**config.mk**
```make
export PLATFORM = sky130hd
export DESIGN_NAME = reset_sequencer_flat
export DESIGN_NICKNAME = d
export VERILOG_FILES = /design/src/rtl/reset_seq_pkg.sv /design/src/rtl/reset_sequencer_if.sv /design/src/rtl/reset_sequencer_sync_ff.sv /design/src/rtl/reset_sequencer.sv /design/src/flat_wrapper.sv
export SDC_FILE = /design/constraint.sdc
export NUM_CORES = 1
export LEC_CHECK = 0
export BUFFER_PORTS_ARGS = -buffer_cell sky130_fd_sc_hd__buf_2
export CAP_MARGIN = 20
export CORE_ASPECT_RATIO = 2
export CORE_MARGIN = 3
export CORE_UTILIZATION = 24
export CTS_CLUSTER_DIAMETER = 120
export DETAILED_ROUTE_END_ITERATION = 16
export GPL_TIMING_DRIVEN = 0
export HOLD_SLACK_MARGIN = 0.02
export SYNTH_ARGS = -nofsm -noshare
export SYNTH_HDL_FRONTEND = slang
export SYNTH_SLANG_ARGS = --single-unit
```
**constraint.sdc**
```tcl
create_clock -name clk -period 5.1 [get_ports clk]
set_clock_uncertainty 0.1 [all_clocks]
set_input_delay 0.51 -clock clk [delete_from_list [all_inputs] [get_ports clk]]
set_output_delay 0.51 -clock clk [all_outputs]
set_load 0.05 [all_outputs]
```
**src/rtl/reset_seq_pkg.sv**
```systemverilog
// Shared definitions for the reset sequencer: state encoding, counter
// widths and a helper for sizing the parametrised counters.
package reset_seq_pkg;

  // Encoding is visible on seq_state for debug.
  typedef enum logic [1:0] {
    ST_HOLD    = 2'd0,
    ST_COUNT   = 2'd1,
    ST_RELEASE = 2'd2,
    ST_RUN     = 2'd3
  } seq_state_e;

  localparam int SEQ_STATE_W     = 2;
  localparam int LOCK_LOSS_CNT_W = 8;

  // Bits needed to hold values 0..max_val, never less than one bit.
  function automatic int cnt_w(input int max_val);
    return (max_val < 1) ? 1 : $clog2(max_val + 1);
  endfunction

endpackage

```
**src/rtl/reset_sequencer_if.sv**
```systemverilog
// Signal bundle between the reset sequencer and its environment.
//   pll_lock      raw PLL lock, asynchronous to clk
//   sw_reset      synchronous active-high soft reset request
//   stage_resetn  per-stage active-low resets, bit 0 released first
//   all_released  high once every stage is released
//   seq_state     current sequencer state (debug)
//   lock_loss_cnt saturating count of lock-loss events
// master: the sequencer. slave: the logic supplying lock/soft reset and
// consuming the resets.
interface reset_sequencer_if #(
  parameter int NUM_STAGES = 3
);
  import reset_seq_pkg::*;

  logic                       pll_lock;
  logic                       sw_reset;
  logic [NUM_STAGES-1:0]      stage_resetn;
  logic                       all_released;
  logic [SEQ_STATE_W-1:0]     seq_state;
  logic [LOCK_LOSS_CNT_W-1:0] lock_loss_cnt;

  modport master (
    input  pll_lock, sw_reset,
    output stage_resetn, all_released, seq_state, lock_loss_cnt
  );

  modport slave (
    output pll_lock, sw_reset,
    input  stage_resetn, all_released, seq_state, lock_loss_cnt
  );

endinterface

```
**src/rtl/reset_sequencer_sync_ff.sv**
```systemverilog
// Multi-flop synchroniser for slow asynchronous control bits.
//   clk    destination clock
//   rst_n  asynchronous active-low clear of every stage
//   d_i    asynchronous input bits
//   q_o    synchronised output, STAGES clocks of latency
module sync_ff #(
  parameter int STAGES = 2,
  parameter int WIDTH  = 1
) (
  input  logic             clk,
  input  logic             rst_n,
  input  logic [WIDTH-1:0] d_i,
  output logic [WIDTH-1:0] q_o
);

  logic [WIDTH-1:0] sync_q [STAGES];

  always_ff @(posedge clk or negedge rst_n) begin
    if (!rst_n) begin
      for (int i = 0; i < STAGES; i++) sync_q[i] <= '0;
    end else begin
      sync_q[0] <= d_i;
      for (int i = 1; i < STAGES; i++) sync_q[i] <= sync_q[i-1];
    end
  end

  assign q_o = sync_q[STAGES-1];

endmodule

```
**src/rtl/reset_sequencer.sv**
```systemverilog
// Reset sequencer: qualifies PLL lock, holds all resets for a fixed count,
// then releases NUM_STAGES active-low resets in order, STAGE_GAP apart.
// Lock loss or a soft reset request pulls every stage back into reset.
//   clk        sequencer clock (pixel domain)
//   ext_reset  asynchronous active-low reset of the whole block
//   bus        reset_sequencer_if master: pll_lock/sw_reset in, resets,
//              all_released, seq_state and lock_loss_cnt out
//
// state   | meaning
// HOLD    | waiting for LOCK_FILTER consecutive synchronised lock cycles
// COUNT   | lock qualified, all stages held for HOLD_CYCLES
// RELEASE | stages releasing one by one every STAGE_GAP cycles
// RUN     | every stage released
module reset_sequencer
  import reset_seq_pkg::*;
#(
  parameter int NUM_STAGES  = 3,
  parameter int SYNC_STAGES = 2,
  parameter int LOCK_FILTER = 8,
  parameter int HOLD_CYCLES = 16,
  parameter int STAGE_GAP   = 16
) (
  input  logic               clk,
  input  logic               ext_reset,
  reset_sequencer_if.master  bus
);

  localparam int FILT_W = cnt_w(LOCK_FILTER);
  localparam int HOLD_W = cnt_w(HOLD_CYCLES);
  localparam int GAP_W  = cnt_w(STAGE_GAP);

  // Counters compare against "target - 1" so the transition lands on the
  // edge where the count would reach the target.
  localparam logic [FILT_W-1:0] FILT_LAST = FILT_W'(LOCK_FILTER - 1);
  localparam logic [HOLD_W-1:0] HOLD_LAST = HOLD_W'(HOLD_CYCLES - 1);
  localparam logic [GAP_W-1:0]  GAP_LAST  = GAP_W'(STAGE_GAP - 1);

  logic                       lock_s;
  seq_state_e                 state_q;
  logic [FILT_W-1:0]          filt_q;
  logic [HOLD_W-1:0]          hold_q;
  logic [GAP_W-1:0]           gap_q;
  logic [NUM_STAGES-1:0]      stage_q;
  logic [NUM_STAGES-1:0]      stage_d;
  logic                       all_rel_q;
  logic [LOCK_LOSS_CNT_W-1:0] loss_q;

  sync_ff #(
    .STAGES (SYNC_STAGES),
    .WIDTH  (1)
  ) u_lock_sync (
    .clk   (clk),
    .rst_n (ext_reset),
    .d_i   (bus.pll_lock),
    .q_o   (lock_s)
  );

  // Released stages form a thermometer code; the next release shifts in a 1.
  assign stage_d = (stage_q << 1) | NUM_STAGES'(1);

  always_ff @(posedge clk or negedge ext_reset) begin
    if (!ext_reset) begin
      state_q   <= ST_HOLD;
      filt_q    <= '0;
      hold_q    <= '0;
      gap_q     <= '0;
      stage_q   <= '0;
      all_rel_q <= 1'b0;
      loss_q    <= '0;
    end else begin
      case (state_q)
        ST_HOLD: begin
          if (!lock_s) begin
            filt_q <= '0;
          end else if (filt_q == FILT_LAST) begin
            filt_q  <= '0;
            hold_q  <= '0;
            state_q <= ST_COUNT;
          end else begin
            filt_q <= filt_q + 1'b1;
          end
        end
        default: begin
          // Lock loss outranks a simultaneous soft reset.
          if (!lock_s) begin
            state_q   <= ST_HOLD;
            filt_q    <= '0;
            stage_q   <= '0;
            all_rel_q <= 1'b0;
            if (loss_q != '1) loss_q <= loss_q + 1'b1;
          end else if (bus.sw_reset) begin
            // Lock is still good, so skip re-qualification.
            state_q   <= ST_COUNT;
            hold_q    <= '0;
            stage_q   <= '0;
            all_rel_q <= 1'b0;
          end else begin
            case (state_q)
              ST_COUNT: begin
                if (hold_q == HOLD_LAST) begin
                  stage_q <= stage_d;
                  gap_q   <= '0;
                  if (&stage_d) begin
                    state_q   <= ST_RUN;
                    all_rel_q <= 1'b1;
                  end else begin
                    state_q <= ST_RELEASE;
                  end
                end else begin
                  hold_q <= hold_q + 1'b1;
                end
              end
              ST_RELEASE: begin
                if (gap_q == GAP_LAST) begin
                  gap_q   <= '0;
                  stage_q <= stage_d;
                  if (&stage_d) begin
                    state_q   <= ST_RUN;
                    all_rel_q <= 1'b1;
                  end
                end else begin
                  gap_q <= gap_q + 1'b1;
                end
              end
              default: ;
            endcase
          end
        end
      endcase
    end
  end

  assign bus.stage_resetn  = stage_q;
  assign bus.all_released  = all_rel_q;
  assign bus.seq_state     = state_q;
  assign bus.lock_loss_cnt = loss_q;

endmodule

```
**src/flat_wrapper.sv**
```systemverilog
// flat-port wrapper written by rule: the top's interface ports become plain ports
module reset_sequencer_flat import reset_seq_pkg::*;
#(
  parameter int NUM_STAGES  = 3,
  parameter int SYNC_STAGES = 2,
  parameter int LOCK_FILTER = 8,
  parameter int HOLD_CYCLES = 16,
  parameter int STAGE_GAP   = 16
)
  (clk, ext_reset, bus_pll_lock, bus_sw_reset, bus_stage_resetn, bus_all_released, bus_seq_state, bus_lock_loss_cnt);
  reset_sequencer_if #(.NUM_STAGES(NUM_STAGES)) bus_i ();
  input  logic clk;
  input  logic ext_reset;
  input wire logic [$bits(bus_i.pll_lock)-1:0] bus_pll_lock;
  input wire logic [$bits(bus_i.sw_reset)-1:0] bus_sw_reset;
  output wire logic [$bits(bus_i.stage_resetn)-1:0] bus_stage_resetn;
  output wire logic [$bits(bus_i.all_released)-1:0] bus_all_released;
  output wire logic [$bits(bus_i.seq_state)-1:0] bus_seq_state;
  output wire logic [$bits(bus_i.lock_loss_cnt)-1:0] bus_lock_loss_cnt;
  assign bus_i.pll_lock = bus_pll_lock;
  assign bus_i.sw_reset = bus_sw_reset;
  assign bus_stage_resetn = bus_i.stage_resetn;
  assign bus_all_released = bus_i.all_released;
  assign bus_seq_state = bus_i.seq_state;
  assign bus_lock_loss_cnt = bus_i.lock_loss_cnt;
  reset_sequencer #(.NUM_STAGES(NUM_STAGES), .SYNC_STAGES(SYNC_STAGES), .LOCK_FILTER(LOCK_FILTER), .HOLD_CYCLES(HOLD_CYCLES), .STAGE_GAP(STAGE_GAP)) u_core (.clk(clk), .ext_reset(ext_reset), .bus(bus_i));
endmodule
```
==> flow_metrics.env, run 1 <==
export IMPL_path_max_fanout=3
export IMPL_wl_met3_microns=65
export IMPL_grt_pass1_vias=1263
export IMPL_synth_edf_count=0
export IMPL_die_w_microns=63.6
export IMPL_drt_met1_wl_microns=1150
export IMPL_finalCritPeriodShare=0.431
export IMPL_arrival_ns=2.31
export IMPL_overflow=0
export IMPL_status="finished, final reports clean"
export IMPL_cp_common_cell="ha_1"
export IMPL_synthesis_area_sq_mm=0.00159
export IMPL_min_period_ns=2.20
export IMPL_critPathKind="reg2reg"
export IMPL_slew_headroom=0.545
export IMPL_via_per_inst=4.40
export IMPL_power_density_mw_per_mm2=580
export IMPL_synth_common_cells="dfrtp_1, nand2_1, ha_1, nor2_1, inv_1"
export IMPL_cap_violations=0
export IMPL_grt_usage=0.0942
export IMPL_post_dp_hpwl_microns=2410
export IMPL_h_tree_depth=2
export IMPL_die_area_sq_mm=0.00770
export IMPL_utilization=0.304
export IMPL_cts_made_buffers=5
export IMPL_grt_pass1_wl_microns=5710
export IMPL_async_reset_ff_frac=1.00
export IMPL_yosys_warnings=0
export IMPL_totalWireLength_microns=3180
export IMPL_grt_max_degree=31
export IMPL_critical_path_cell_chain="ha_1 -> and3_1 -> ha_1 -> nand2b_4 -> or4b_2 -> inv_1 -> mux2_2"
export IMPL_fin_tns_setup_ns=0
export IMPL_clk_latency_ns=0.27
export IMPL_fmax_ghz=0.455
export IMPL_clk_pin_slew_ns=0.05
export IMPL_rsz0062_at_grt="false"
export IMPL_die_y_microns=121
export IMPL_placed_cells=252
export IMPL_endpoint_kind="flip-flop"
export IMPL_holdCritPathClass="in2async"
export IMPL_fp_row_count=41
export IMPL_drt_wirelength_per_cell_microns=12.2
export IMPL_critPathBufInv=1
export IMPL_ctsHoldBuffers=0
export IMPL_cts_setup_buffers=0
export IMPL_worstPathRequired_ns=5.21
export IMPL_core_area_sq_mm=0.00636
export IMPL_ant_nets=0
export IMPL_worst_pin_slew_ns=0.683
export IMPL_synth_cell_types=41
export IMPL_firstDrtPassIters=3
export IMPL_cp_top_family="simple AND/OR/NAND/NOR gates"
export IMPL_syn_area_per_cell_sq_um=10.7
export IMPL_diodes=0
export IMPL_slowest_stage="or4b_2"
export IMPL_leakage_nw=0.950
export IMPL_synth_cells=149
export IMPL_portBuffers=17
export IMPL_synth_most_common_cell="dfrtp_1"
export IMPL_drtIter0Drc=16
export IMPL_hold_viol=0
export IMPL_num_vias=1143
export IMPL_gp_congestion=0.740
export IMPL_io_pin_count=18
export IMPL_drv_slew=0
export IMPL_cts_root_buf="clkbuf_16"
export IMPL_cts_resized_gates=0
export IMPL_drcViolationCount=0
export IMPL_drive_gt1_frac=0.236
export IMPL_synthToLayoutAreaGrowth_pct=21.6
export IMPL_synth_top_area_cell="dfrtp_1"
export IMPL_cts_sinks=30
export IMPL_synthTopCellsByArea="dfrtp_1, ha_1, nand2_1"
export IMPL_grt_antenna_before_repair=0
export IMPL_clockBufferDepth=2
export IMPL_synth_ff_type="dfrtp_1"
export IMPL_crit_path_start_kind="flip-flop"
export IMPL_cts_tree="done"
export IMPL_nNetsFinal=187
export IMPL_synth_fp_nets=163
export IMPL_start_util=0.250
export IMPL_yosysSeqAreaShare=0.472
export IMPL_top_layer_used="met4"
export IMPL_critPathMaxStageDelay_ns=0.63
export IMPL_layoutNonFillerInstCount=260
export IMPL_yosys_area_top_type_share=0.472
export IMPL_dr_wl_met2_microns=1890
export IMPL_setup_viol=0
export IMPL_peakVddDrop_mv=0.253
export IMPL_synth_seq_cells=30
## registers in the layout, indices dropped and copies added (netlist names)
register,cells
u_core.bus.all_released,1
u_core.bus.lock_loss_cnt,8
u_core.bus.stage_resetn,3
u_core.u_lock_sync.sync_q,1
u_core.u_lock_sync.q_o,1
u_core.bus.seq_state,2
u_core.filt_q,4
u_core.hold_q,5
u_core.gap_q,5
## per-layer routing
metal  track usage  vias to the layer above
met5             0                        -
met4        0.0406                        0
met3        0.0195                        6
met2         0.185                       14
met1        0.0905                      555
li1              -                      568
## cell families after synthesis
kind of cell | count (synthesis) | share of synthesized area
xor+xnor | 8 | 0.0441
compound gates | 24 | 0.120
flops | 30 | 0.472
simple gates | 60 | 0.215
mux | 7 | 0.0456
fa+ha+maj | 10 | 0.0787
buf+inv | 10 | 0.0244
## path summary, 6_finish.rpt
path | from | end | slack, ns | cells past startpoint
worst max-delay path | u_core.hold_q[0]$_DFFE_PN0P_ | u_core.hold_q[0]$_DFFE_PN0P_ | 2.90 | 7
worst min-delay path | ext_reset | u_core.gap_q[0]$_DFFE_PN0P_ | 0.18 | 1
worst max register to register | u_core.hold_q[0]$_DFFE_PN0P_ | u_core.hold_q[0]$_DFFE_PN0P_ | 2.90 | 7
worst min register to register | u_core.u_lock_sync.sync_q[1]$_DFF_PN0_ | u_core.u_lock_sync.q_o$_DFF_PN0_ | 0.25 | 0
min in group clk | bus_pll_lock | u_core.u_lock_sync.sync_q[1]$_DFF_PN0_ | 0.24 | 1
max in group asynchronous | ext_reset | u_core.hold_q[2]$_DFFE_PN0P_ | 4.28 | 1
## power by group
part	switching (mW)	internal (mW)
clock	0.103	0.193
combinational	0.300	0.156
sequential	0.0697	0.300
## per-stage QoR
| step | cell area [sq um] | total power, mW | setup slack, ns | hold slack, ns |
|---|---|---|---|---|
| final | 1930 | 1.12 | 2.90 | 0.177 |
| after global routing | 1930 | 1.21 | 2.79 | 0.231 |
| after CTS | 1930 | 1.14 | 2.89 | 0.210 |
| after detailed placement | 1780 | 0.836 | 2.91 | 0.238 |
| after global placement | 1780 | 0.831 | 2.91 | 0.233 |
| after floorplan | 1590 | 0.724 | 2.93 | 0.114 |
## final cells by class
| type | count | area (sq um) |
|---|---|---|
| Buffer | 2 | 8.76 |
| Clock buffer | 6 | 139 |
| Clock inverter | 2 | 12.5 |
| Fill cell | 710 | 4430 |
| Inverter | 8 | 30.0 |
| Multi-Input combinational cell | 109 | 801 |
| Sequential cell | 30 | 751 |
| Tap cell | 86 | 108 |
| Timing Repair Buffer | 17 | 85.1 |
## placed cells by master, fill, tap and decap left out, drive strengths merged, types with 4 or more instances in the layout
cell	synthesis	routed
a21oi	4	4
mux2i	5	5
nand2	15	15
xor2	6	6
o21ai	5	5
inv	8	8
nor2	10	10
dfrtp	30	30
buf	1	18
nor3	4	4
and2	4	4
nand3	8	8
clkbuf	1	7
ha	10	10
No activity file was read; power rests on OpenSTA's default activity.
==> inputs of run 2 (changes only) <==
Clock period 5.1 ns to 2.1 ns, I/O delays scaled along.
==> run 2 against run 1 <==
Via count is 3.2% higher. Sequential power grew 140%. Critical path type unchanged. Global-route usage is 0.16 points lower. Die area did not move. Combinational power increased by 150%. Utilization is 1.4 points higher. Count of clock-buffer cells in the layout fell by 1.
==> flow_metrics.env, run 2 (synthesis gave the netlist of run 1 again) <==
export IMPL_power_density_mw_per_mm2=1410
export IMPL_cap_violations=0
export IMPL_switching_power_mw=1.16
export IMPL_h_tree_depth=2
export IMPL_hold_viol=0
export IMPL_grt_pass1_vias=1207
export IMPL_critPathKind="reg2reg"
export IMPL_arrival_ns=2.04
export IMPL_diodes=0
export IMPL_clk_latency_ns=0.27
export IMPL_core_area_sq_mm=0.00636
export IMPL_min_period_ns=1.98
export IMPL_post_dp_hpwl_microns=2260
export IMPL_placed_cell_area_sq_mm=0.00179
export IMPL_fin_tns_setup_ns=0
export IMPL_grt_antenna_before_repair=0
export IMPL_holdCritPathClass="in2reg"
export IMPL_cts_root_buf="clkbuf_16"
export IMPL_setup_worst_path_start="u_core.hold_q[0]$_DFFE_PN0P_"
export IMPL_worst_pin_slew_ns=0.671
export IMPL_crit_path_start_kind="flip-flop"
export IMPL_drtIter0Drc=55
export IMPL_via_per_inst=4.47
export IMPL_reg2reg_slack_ns=0.12
export IMPL_gp_congestion=0.753
export IMPL_final_common_cell="dfrtp_1"
export IMPL_largest_reg_flops=8
export IMPL_fmax_ghz=0.505
export IMPL_totalWireLength_microns=3150
export IMPL_rsz0062_at_grt="false"
export IMPL_r2r_start="u_core.hold_q[0]$_DFFE_PN0P_"
export IMPL_num_vias=1180
export IMPL_synthToLayoutAreaGrowth_pct=27.1
export IMPL_endpoint_kind="flip-flop"
export IMPL_fin_area_sq_mm=0.00202
export IMPL_start_util=0.250
export IMPL_drt_wirelength_per_cell_microns=11.9
export IMPL_nNetsFinal=191
export IMPL_cts_sinks=30
export IMPL_finalCritPeriodShare=0.943
export IMPL_grt_pass1_wl_microns=5520
export IMPL_overflow=0
export IMPL_grt_max_degree=31
export IMPL_switching_share=0.407
export IMPL_endpoint="u_core.bus.stage_resetn[2]$_DFFE_PN0P_"
export IMPL_path_max_fanout=5
export IMPL_combPwrFrac=0.400
export IMPL_leakage_nw=0.977
export IMPL_final_cell_mix="dfrtp_1, buf_2, nand2_1"
export IMPL_drcViolationCount=0
export IMPL_clkPwrFrac=0.282
export IMPL_io_pin_count=18
export IMPL_internal_power_mw=1.69
export IMPL_ant_nets=0
export IMPL_layoutNonFillerInstCount=264
export IMPL_portBuffers=17
export IMPL_cts_tree="done"
export IMPL_hold_slack_ns=0.207
export IMPL_die_y_microns=121
export IMPL_cts_made_buffers=5
export IMPL_clk_pin_slew_ns=0.05
export IMPL_clockBufferDepth=2
export IMPL_die_w_microns=63.6
export IMPL_power_share_sequential=0.318
export IMPL_firstDrtPassIters=4
export IMPL_reg2regPathDepth=7
export IMPL_peakVddDrop_mv=0.622
export IMPL_placed_cells=252
export IMPL_slew_headroom=0.552
export IMPL_rr_endpoint="u_core.bus.stage_resetn[2]$_DFFE_PN0P_"
export IMPL_grt_usage=0.0925
export IMPL_fp_row_count=41
export IMPL_setup_viol=0
export IMPL_die_area_sq_mm=0.00770
export IMPL_worstPathRequired_ns=2.16
export IMPL_drive_gt1_frac=0.298
export IMPL_drv_slew=0
export IMPL_status="finished, final reports clean"
run 2: changes by cell type in the layout (fill, tap and decap cells not counted), sizes merged:
cell	delta
clkbuf	-1
clkinv	+1
bufinv	+1
buf	+2
clkinvlp	-1
dlygate4sd3	+2
run 2: power groups by stage:
stage / Combinational (mW) / Sequential, mW / Clock, mW
floorplan: 0.617 / 1.15 / 0
detailed placement: 1.12 / 0.915 / 0
global route: 1.25 / 0.938 / 0.851
global placement: 1.10 / 0.911 / 0
CTS: 1.13 / 0.905 / 0.825
finish: 1.14 / 0.905 / 0.802
run 2: how the worst min path moves through the flow:
| stage | from | endpoint | slack (ns) | cells past startpoint |
|---|---|---|---|---|
| 2_1_floorplan | ext_reset | u_core.bus.all_released$_DFFE_PN0P_ | -0.19 | 0 |
| 3_3_place_gp | ext_reset | u_core.filt_q[3]$_DFFE_PN0P_ | 0.20 | 1 |
| 3_5_place_dp | ext_reset | u_core.filt_q[2]$_DFFE_PN0P_ | 0.20 | 1 |
| 4_1_cts | bus_sw_reset | u_core.hold_q[3]$_DFFE_PN0P_ | 0.20 | 3 |
| 5_1_grt | bus_sw_reset | u_core.hold_q[4]$_DFFE_PN0P_ | 0.24 | 3 |
| 6_report | bus_sw_reset | u_core.hold_q[3]$_DFFE_PN0P_ | 0.21 | 3 |
run 2: timing repair:
item / 4_1_cts / 5_1_grt
pin swaps: 1 / 1
resized for setup: 1 / 8
hold endpoints to repair: 31 / 0
hold buffers: 2 / 0
buffers inserted: 0 / 2
setup endpoints to repair: 3 / 8
run 2: worst max-delay path, stage by stage, from the launching register on:
cell and delay [ns]:
dfrtp_1 0.37, ha_2 0.20, and3_4 0.20, ha_4 0.13, and2b_2 0.26, a2111oi_4 0.31, nor2_2 0.09, a22o_2 0.21
run 2: layer usage:
| layer | up-vias | share of wire | wire length [microns] | GRT usage |
|---|---|---|---|---|
| met3 | 6 | 0.032 | 101 | 0.0297 |
| met5 | - | 0 | 0 | 0 |
| met2 | 16 | 0.55 | 1720 | 0.162 |
| li1 | 579 | - | - | - |
| met4 | 0 | 0.022 | 68 | 0.0487 |
| met1 | 579 | 0.40 | 1260 | 0.0961 |
run 2: per-stage QoR:
| step | worst slack, ns | util | power, mW |
|---|---|---|---|
| 2_1_floorplan | 0.0975 | - | 1.77 |
| 3_3_place_gp | -0.0361 | 0.281 | 2.01 |
| 3_5_place_dp | -0.0470 | 0.281 | 2.03 |
| 4_1_cts | 0.0261 | 0.311 | 2.86 |
| 5_1_grt | 0.00218 | 0.318 | 3.04 |
| 6_report | 0.120 | 0.318 | 2.84 |
run 2: cell type report:
class / instances / area [sq um]
fill: 687 / 4340
multi-input combinational: 109 / 837
sequential: 30 / 753
clock buffer: 5 / 125
timing repair buffer: 21 / 120
tap: 86 / 108
clock inverter: 3 / 40.0
inverter: 8 / 30.0
buffer: 2 / 8.76
==> inputs of run 3 (changes only) <==
==> constraint.sdc (replaced) <==
create_clock -name clk -period 2.1 [get_ports clk]
set_clock_uncertainty 0.1 [all_clocks]
set_input_delay 0.42 -clock clk [delete_from_list [all_inputs] [get_ports clk]]
set_output_delay 0.42 -clock clk [all_outputs]
set_load 0.05 [all_outputs]
==> run 3 against run 2 <==
Flip-flop and latch count did not move. Clock power about the same. Maximum frequency about the same. Count of clock-buffer cells in the layout is the same. Final cell count down 0.76%. Critical path depth did not move. Sequential power about the same. Combinational power about the same. Utilization decreased by 0.31 points. Worst setup slack better by 0.0014 ns. Largest power group unchanged. Via count decreased by 0.17%.
==> flow_metrics.env, run 3 (synthesis gave the netlist of run 1 again) <==
export IMPL_status="finished, final reports clean"
export IMPL_slowest_stage="dfrtp_1"
export IMPL_overflow=0
export IMPL_final_common_cell="dfrtp_1"
export IMPL_grt_pass1_wl_microns=5520
export IMPL_cts_made_buffers=5
export IMPL_power_density_mw_per_mm2=1420
export IMPL_internal_power_mw=1.68
export IMPL_endpoint_kind="flip-flop"
export IMPL_path_max_fanout=5
export IMPL_largest_reg_flops=8
export IMPL_firstDrtPassIters=5
export IMPL_finalCritPeriodShare=0.942
export IMPL_setup_worst_path_start="u_core.hold_q[0]$_DFFE_PN0P_"
export IMPL_leakage_nw=0.968
export IMPL_drtIter0Drc=45
export IMPL_holdCritPathClass="in2async"
export IMPL_power_share_sequential=0.319
export IMPL_switching_share=0.407
export IMPL_worst_pin_slew_ns=0.670
export IMPL_num_vias=1178
export IMPL_combPwrFrac=0.399
export IMPL_cts_tree="done"
export IMPL_cap_violations=0
export IMPL_slew_headroom=0.553
export IMPL_hold_slack_ns=0.0797
export IMPL_finalWorstSetupSlack_ns=0.121
export IMPL_grt_util_met1=0.0961
export IMPL_drcViolationCount=0
export IMPL_fp_row_count=41
export IMPL_crit_path_start_kind="flip-flop"
export IMPL_critPathKind="reg2reg"
export IMPL_clkPwrFrac=0.282
export IMPL_die_w_microns=63.6
export IMPL_r2r_start="u_core.hold_q[0]$_DFFE_PN0P_"
export IMPL_clk_latency_ns=0.27
export IMPL_post_dp_hpwl_microns=2260
export IMPL_grt_antenna_before_repair=0
export IMPL_portBuffers=17
export IMPL_gp_congestion=0.753
export IMPL_rsz0062_at_grt="false"
export IMPL_rr_endpoint="u_core.bus.stage_resetn[2]$_DFFE_PN0P_"
export IMPL_reg2reg_slack_ns=0.12
export IMPL_core_area_sq_mm=0.00636
export IMPL_cts_sinks=30
export IMPL_grt_max_degree=31
export IMPL_critPathMaxStageDelay_ns=0.37
export IMPL_fillerInstances=689
export IMPL_via_per_inst=4.50
export IMPL_setup_viol=0
export IMPL_totalWireLength_microns=3140
export IMPL_grt_busiest_layer="met2"
export IMPL_switching_power_mw=1.16
export IMPL_reg2regPathDepth=7
export IMPL_die_area_sq_mm=0.00770
export IMPL_arrival_ns=2.04
export IMPL_hold_viol=0
export IMPL_cts_root_buf="clkbuf_16"
export IMPL_start_util=0.250
export IMPL_ant_nets=0
export IMPL_die_y_microns=121
export IMPL_io_pin_count=18
export IMPL_critical_path_cell_chain="ha_2 -> and3_4 -> ha_4 -> and2b_2 -> a2111oi_4 -> nor2_2 -> a22o_2"
export IMPL_use_met3=0.0297
export IMPL_fmax_ghz=0.505
export IMPL_grt_pass1_vias=1207
export IMPL_diodes=0
export IMPL_clockBufferDepth=2
export IMPL_peakVddDrop_mv=0.622
export IMPL_worstPathRequired_ns=2.16
export IMPL_dp_slack_ns=-0.0470
export IMPL_synthToLayoutAreaGrowth_pct=25.9
export IMPL_h_tree_depth=2
export IMPL_use_met2=0.162
export IMPL_grt_usage=0.0925
export IMPL_final_cell_mix="dfrtp_1, buf_2, nand2_1"
export IMPL_drive_gt1_frac=0.301
export IMPL_clk_pin_slew_ns=0.05
export IMPL_drv_slew=0
export IMPL_nNetsFinal=189
export IMPL_drt_wirelength_per_cell_microns=12.0
export IMPL_min_period_ns=1.98
==> run 3: through the flow <==
step                instances  TNS (ns)  utilization  area (sq um)  total power [mW]
finish                    262         0        0.315          2000              2.84
detailed placement        252   -0.0943        0.281          1790              2.03
global route              262         0        0.315          2000              3.03
global placement          252   -0.0679        0.281          1790              2.01
CTS                       260         0        0.307          1960              2.86
floorplan                 149         0            -          1600              1.77
==> run 3: power by group through the flow <==
stage | logic (mW) | registers, mW | clock network [mW]
floorplan | 0.617 | 1.15 | 0
global placement | 1.10 | 0.911 | 0
detailed placement | 1.12 | 0.915 | 0
CTS | 1.13 | 0.905 | 0.825
global route | 1.25 | 0.938 | 0.851
finish | 1.13 | 0.905 | 0.802
==> run 3: layout make-up <==
class,instances,area (sq um),share of cell area
flip-flops and latches,30,753,0.376
multi-input cells,109,837,0.418
clock buffers,5,125,0.0625
clock inverters,3,40.0,0.0200
plain buffers,2,8.76,0.00437
repair buffers,19,100,0.0500
inverters,8,30.0,0.0150
well taps,86,108,0.0537
==> run 3: critical path, delay by kind of cell (launching register included) <==
kind / cells / cell delay [ns]
and+or+nand+nor: 3 / 0.55
AOI/OAI and AO/OA: 2 / 0.52
adders and majority gates: 2 / 0.33
DFF: 1 / 0.37
==> run 3: metal layers <==
layer	vias to the layer above	share of wire
li1	575	-
met2	22	0.55
met4	0	0.022
met1	575	0.40
met3	6	0.036
met5	-	0
==> run 3: what timing repair did <==
action                     4_1_cts  5_1_grt
buffers inserted                 0        2
hold buffers                     0        0
pin swaps                        1        1
gates resized for setup          1        8
setup endpoints to repair        3        8
==> run 3: worst max path at each step <==
| stage | end | depth (start not counted) |
|---|---|---|
| floorplan | u_core.bus.stage_resetn[1]$_DFFE_PN0P_ | 6 |
| global placement | u_core.bus.stage_resetn[1]$_DFFE_PN0P_ | 7 |
| detailed placement | u_core.bus.stage_resetn[2]$_DFFE_PN0P_ | 7 |
| CTS | u_core.hold_q[1]$_DFFE_PN0P_ | 7 |
| global route | u_core.bus.stage_resetn[2]$_DFFE_PN0P_ | 7 |
| finish | u_core.bus.stage_resetn[2]$_DFFE_PN0P_ | 7 |
